## config.mk

```make
export PLATFORM = sky130hd
export DESIGN_NAME = counter_modn_updown
export DESIGN_NICKNAME = d
export VERILOG_FILES = /design/src/rtl/counter_modn_updown.sv
export SDC_FILE = /design/constraint.sdc
export NUM_CORES = 1
export LEC_CHECK = 0
export ABC_AREA = 1
export CORE_AREA = 2 2 39 41
export CTS_CLUSTER_SIZE = 25
export DETAILED_ROUTE_END_ITERATION = 8
export DIE_AREA = 0 0 41 43
export PLACE_DENSITY_LB_ADDON = 0.12
export SYNTH_ARGS = -nofsm -noshare
export SYNTH_HDL_FRONTEND = slang
export SYNTH_SLANG_ARGS = --single-unit
```

## constraint.sdc

```tcl
create_clock -name clk -period 1.56 [get_ports clk]
set_input_delay 0.468 -clock clk [delete_from_list [all_inputs] [get_ports clk]]
set_output_delay 0.468 -clock clk [all_outputs]
set_load 0.05 [all_outputs]
```

## src/rtl/counter_modn_updown.sv

```systemverilog
// Modulo-MODULUS up/down counter with enable, parallel load, terminal count and wrap/ld_err pulses.
// Define COUNTER_SATURATE_EN to hold at the count limit instead of wrapping.
module counter_modn_updown #(
   parameter int unsigned WIDTH     = 4,
   parameter int unsigned MODULUS   = 10,
   parameter int unsigned RESET_VAL = 0
) (
   input  logic             clk,
   input  logic             clear,
   input  logic             en,
   input  logic             up,
   input  logic             load,
   input  logic [WIDTH-1:0] d,
   output logic [WIDTH-1:0] q,
   output logic             tc,
   output logic             wrap,
   output logic             ld_err
);

   localparam logic [WIDTH-1:0] MaxVal = WIDTH'(MODULUS - 1);
   localparam logic [WIDTH-1:0] RstVal = WIDTH'(RESET_VAL);

   logic [WIDTH-1:0] r_q;
   logic             r_wrap;
   logic             r_ld_err;

   logic [WIDTH-1:0] w_q_nxt;
   logic             w_wrap_nxt;
   logic             w_ld_err_nxt;
   logic             w_at_lim;

   assign w_at_lim = up ? (r_q == MaxVal) : (r_q == '0);

   always_comb begin
      w_q_nxt      = r_q;
      w_wrap_nxt   = 1'b0;
      w_ld_err_nxt = 1'b0;
      if (load) begin
         // d > MaxVal is d >= MODULUS without widening d past WIDTH bits
         if (d > MaxVal) begin
            w_q_nxt      = MaxVal;
            w_ld_err_nxt = 1'b1;
         end else begin
            w_q_nxt = d;
         end
      end else if (en) begin
         if (w_at_lim) begin
            w_wrap_nxt = 1'b1;
`ifdef COUNTER_SATURATE_EN
            w_q_nxt    = r_q;
`else
            w_q_nxt    = up ? '0 : MaxVal;
`endif
         end else begin
            w_q_nxt = up ? r_q + WIDTH'(1) : r_q - WIDTH'(1);
         end
      end
   end

   always_ff @(posedge clk or negedge clear) begin
      if (!clear) begin
         r_q      <= RstVal;
         r_wrap   <= 1'b0;
         r_ld_err <= 1'b0;
      end else begin
         r_q      <= w_q_nxt;
         r_wrap   <= w_wrap_nxt;
         r_ld_err <= w_ld_err_nxt;
      end
   end

   assign q      = r_q;
   assign tc     = en & ~load & w_at_lim;
   assign wrap   = r_wrap;
   assign ld_err = r_ld_err;

endmodule

```

# Word-level counts from Yosys, hierarchy flattened
# Index checks and enable logic that the tools add are counted.
[totals]
regBits = 6
in_bits = 9
output_inout_bits = 7
wordCells = 24
[op_classes]
add_sub_neg = 2
magnitude_cmp = 1
n_eq_ne = 1
mux = 12
n_bitwise = 3
reduce_logical = 2
[op_table]
columns = ["op", "count"]
rows = [
  ["two-way mux 4 bit", 6],
  ["two-way mux 1 bit", 6],
  ["adder 4 x 1 -> 4 bit, second input constant", 1],
  ["equality test 4 bit, second input constant", 1],
  ["> comparator 4 bit, second input constant", 1],
  ["logical NOT 4 bit", 1],
  ["subtractor 4 x 1 -> 4 bit, second input constant", 1],
  ["AND 1 bit", 2],
  ["nonzero test 2 bit", 1],
  ["inverter 1 bit", 1],
]

# Depth between registers and ports, before layout
[depth]
ltp_word = 5
depth_mapped = 10
depth_no_buf = 10

# Worst setup path before layout
# No wires, ideal clock.
[synth_timing]
path_type = "register to output"
start = "reg r_q[3] (netlist: q[3])"
end = "out tc"
t_arrival_ns = 2.214
required_ns = 1.092
path_slack_ns = -1.122
stages_incl_launch_ff = 5
n_path_buf = 0
cell_sequence = "dfrtp_1 -> nand2_1 -> inv_1 -> nand4_1 -> a211oi_1"
[synth_via]
elab_chain_len = 3
word_cells_on_any_way = 4
cone_classes = "eq/ne (1); mux (1); bitwise (1); reduce/logical (1)"
[synth_rtl]
columns = ["item", "line_no", "source"]
rows = [
  ["start: declaration", "23", "logic [WIDTH-1:0] r_q;"],
  ["start signal: assignment", "62", "r_q <= RstVal;"],
  ["start signal: assignment", "66", "r_q <= w_q_nxt;"],
  ["equality test 4 bit / logical NOT 4 bit (equally long branches)", "32", "assign w_at_lim = up ? (r_q == MaxVal) : (r_q == '0);"],
  ["two-way mux 1 bit (*)", "32", ""],
  ["AND 1 bit (*)", "73", "assign tc = en & ~load & w_at_lim;"],
  ["end: declaration", "15", "output logic tc,"],
]
# Mark *: on every way between the ends. The rest lies on a longest branch, timed or not.

# Final worst setup path
# Ends and elaborated chain as after synthesis.

==> out/results.tsv <==
stage	metric	value	unit
yosys	number of synthesized register bits	6	
clock_tree	H-tree levels	1	
yosys	sequential-to-total area share from yosys stat	34.4	%
routing	drt pass-1 iters	2	
clock_tree	TritonCTS buffer count	3	
routing	wire per inst	9.51	microns
clock_tree	TritonCTS clock tree	done	
setup_path	critical path class	reg2out	
sta	min Tclk post-route	1.87	ns
setup_path	startpoint kind of the worst setup timing path	register	
floorplan	number of primary I/O pins	16	
setup_path	kind of capture point of the worst setup path	output pin	
floorplan	die outline width	41	microns
power_and_ir_drop	power per cell area	1000	nW/um^2
routing	vias per cell	4.46	
sta	final hold violations	0	
yosys	Synth Instances	59	
sta	slack of the critical path	-0.313	ns
finish	most common cell after layout, fill and taps aside	sky130_fd_sc_hd__buf_4	
status	status	complete, but fails checks	
sta	Worst Max-Slew Pin Slew	0.254	ns
routing	total wire length after detailed routing	1060	microns
routing	Residual DRC	0	
sta	worst-case headroom to the max-slew limit	83.0	%
yosys	yosys synthesis warning count	0	
floorplan	die area	1760	sq um
sta	Final period util	120	%
clock_tree	CTS root buf	sky130_fd_sc_hd__clkbuf_4	
place	worst slack, placed	-0.656	ns
floorplan	vertical die dimension	43	microns
yosys	netlist area before placement	437	sq um
global_route	global route total overflow	0	
setup_path	crit path max fanout	4	
sta	clock tree skew after final layout	0.000902	ns
worst_hold_path	Hold/Removal Path Class	in2async	
flow_run	Max-cap violations	0	
finish	leading cell types in the layout, fill and taps excluded	sky130_fd_sc_hd__buf_4, sky130_fd_sc_hd__nand2_1, sky130_fd_sc_hd__inv_1	
finish	share of cells above drive strength 1	46.3	%
finish	final-layout fill cell count	121	
finish	Post-layout nets	109	
status	violated checks	negative setup slack	
yosys	number of distinct standard cells referenced by the synthesized netlist	18	
finish	total area of multi-input combinational cells	274	sq um
place	gpl congestion	0.850	
global_route	number of antenna violations at the first check in global routing	0	
sta	final slew viol count	0	
clock_tree	latest clock arrival within the worst-skew pair	0.23	ns
place	dpl hpwl	879	microns
routing	Starting DRT DRC Count	12	
place	input/output buffers	15	
power_and_ir_drop	total leakage power	0.455	nW
sta	final setup violation count	1	
place	area after detailed placement	822	sq um
finish	post-route cell area	870	sq um
setup_path	Data required, critical path	1.09	ns
global_route	wire length of the first global-routing pass	1860	microns
clock_tree	maximum count of clock buffers along a single path	2	
floorplan	core box area	1380	sq um
global_route	Global Route Usage Sum	15.3	%
clock_tree	clock slew seen by the registers of the worst setup and hold paths	0.04	ns
global_route	pin count of the biggest net entering global routing	7	
finish	Layout area overhead	99.1	%
setup_path	arrival time of the worst setup path	1.40	ns
power_and_ir_drop	worst IR drop on VDD	0.538	mV
global_route	number of global-route vias before repair	473	
sta	upper clock frequency limit	0.534	GHz
routing	number of vias after detailed routing	495	
yosys	Post-Syn Area per Cell	7.40	sq um
sta	setup repair after global routing missed its margin	yes	
floorplan	Starting Density	31.6	%
floorplan	row cnt	14	
finish	footprint of the flip-flops and latches	155	sq um
clock_tree	number of clock sinks seen by CTS	6	
routing	Post-DRT Antenna Nets	0	
yosys	Syn Nets	71	
finish	diode insertion count for antenna repair	0	
## metal layers
metal | up-vias | wire, microns | track usage (%)
met4 | 0 | 0 | 4.00
met5 | - | 0 | 0
met3 | 0 | 40 | 3.14
met2 | 14 | 527 | 22.2
met1 | 219 | 488 | 22.7
li1 | 262 | - | -
## sequential cells by signal, summed over array words and instances (netlist names)
signal and cells:
q 4, ld_err 1, wrap 1
## cells in the mapped netlist
master                     count  area, sq um
sky130_fd_sc_hd__nand2_1      12         45.0
sky130_fd_sc_hd__inv_1        10         37.5
sky130_fd_sc_hd__nor2_1        7         26.3
sky130_fd_sc_hd__dfrtp_1       6          150
sky130_fd_sc_hd__nand4_1       4         25.0
sky130_fd_sc_hd__a21oi_1       3         15.0
sky130_fd_sc_hd__a211oi_1      2         15.0
sky130_fd_sc_hd__ha_1          2         25.0
sky130_fd_sc_hd__inv_2         2         7.51
sky130_fd_sc_hd__nand3_1       2         10.0
sky130_fd_sc_hd__o21ai_0       2         10.0
sky130_fd_sc_hd__fa_1          1         20.0
sky130_fd_sc_hd__nand2_4       1         11.3
sky130_fd_sc_hd__o211a_1       1         10.0
sky130_fd_sc_hd__o21ai_1       1         5.00
sky130_fd_sc_hd__o21ai_2       1         8.76
sky130_fd_sc_hd__or2_2         1         6.26
sky130_fd_sc_hd__xor2_1        1         8.76
## worst paths after layout
path / cells past startpoint / to / startpoint / slack, ns
worst max-delay path: 5 / tc / q[3] / -0.31
worst min-delay path: 1 / ld_err / clear / 0.47
worst max register to register: 5 / q[2] / q[0] / 0.12
worst min register to register: 2 / q[3] / q[3] / 0.54
max in group asynchronous: 1 / q[2] / clear / 0.87
min in group clk: 2 / q[3] / q[3] / 0.54
## power breakdown
part           internal, W  switching [W]
Clock            0.0000864      0.0000475
Sequential        0.000185      0.0000235
Combinational     0.000268       0.000260
## logic make-up (layout without fill, tap and decap cells)
group           after synthesis  after routing  synth area share [%]
simple gates                 27             27                  28.4
buf+inv                      12             48                  10.3
compound gates               10             10                  14.6
flops                         6              6                  34.4
fa+ha+maj                     3              3                  10.3
xor+xnor                      1              1                  2.01
## critical path: stages (launching register included)
cell	delay (ns)
sky130_fd_sc_hd__dfrtp_2	0.40
sky130_fd_sc_hd__nand2_2	0.07
sky130_fd_sc_hd__inv_2	0.04
sky130_fd_sc_hd__nand4_1	0.17
sky130_fd_sc_hd__a211oi_4	0.32
sky130_fd_sc_hd__buf_12	0.17
## timing repair
| item | in CTS | in global routing |
|---|---|---|
| setup buffers | 0 | 1 |
| cloned | 0 | 0 |
| pin swaps | 2 | 4 |
| setup endpoints to repair | 4 | 5 |
| resized for setup | 3 | 7 |
| hold buffers | 0 | 0 |
## through the flow
stage / cells / setup TNS [ns] / util [%] / total power (W) / hold slack, ns
6_report: 111 / -0.313 / 62.8 / 0.000870 / 0.467
2_1_floorplan: 59 / -0.402 / - / 0.000450 / 0.172
3_3_place_gp: 107 / -2.64 / 59.4 / 0.000710 / 0.512
3_5_place_dp: 107 / -2.63 / 59.4 / 0.000714 / 0.517
4_1_cts: 110 / -0.343 / 61.2 / 0.000860 / 0.469
5_1_grt: 111 / -0.399 / 62.8 / 0.000936 / 0.475
## layout make-up
class | instances | share of cell area (%)
flip-flops and latches | 6 | 17.8
clock buffers | 3 | 2.59
inverters | 12 | 5.18
well taps | 16 | 2.30
repair buffers | 33 | 40.6
multi-input cells | 41 | 31.5
Power figures use the tool's default switching activity.
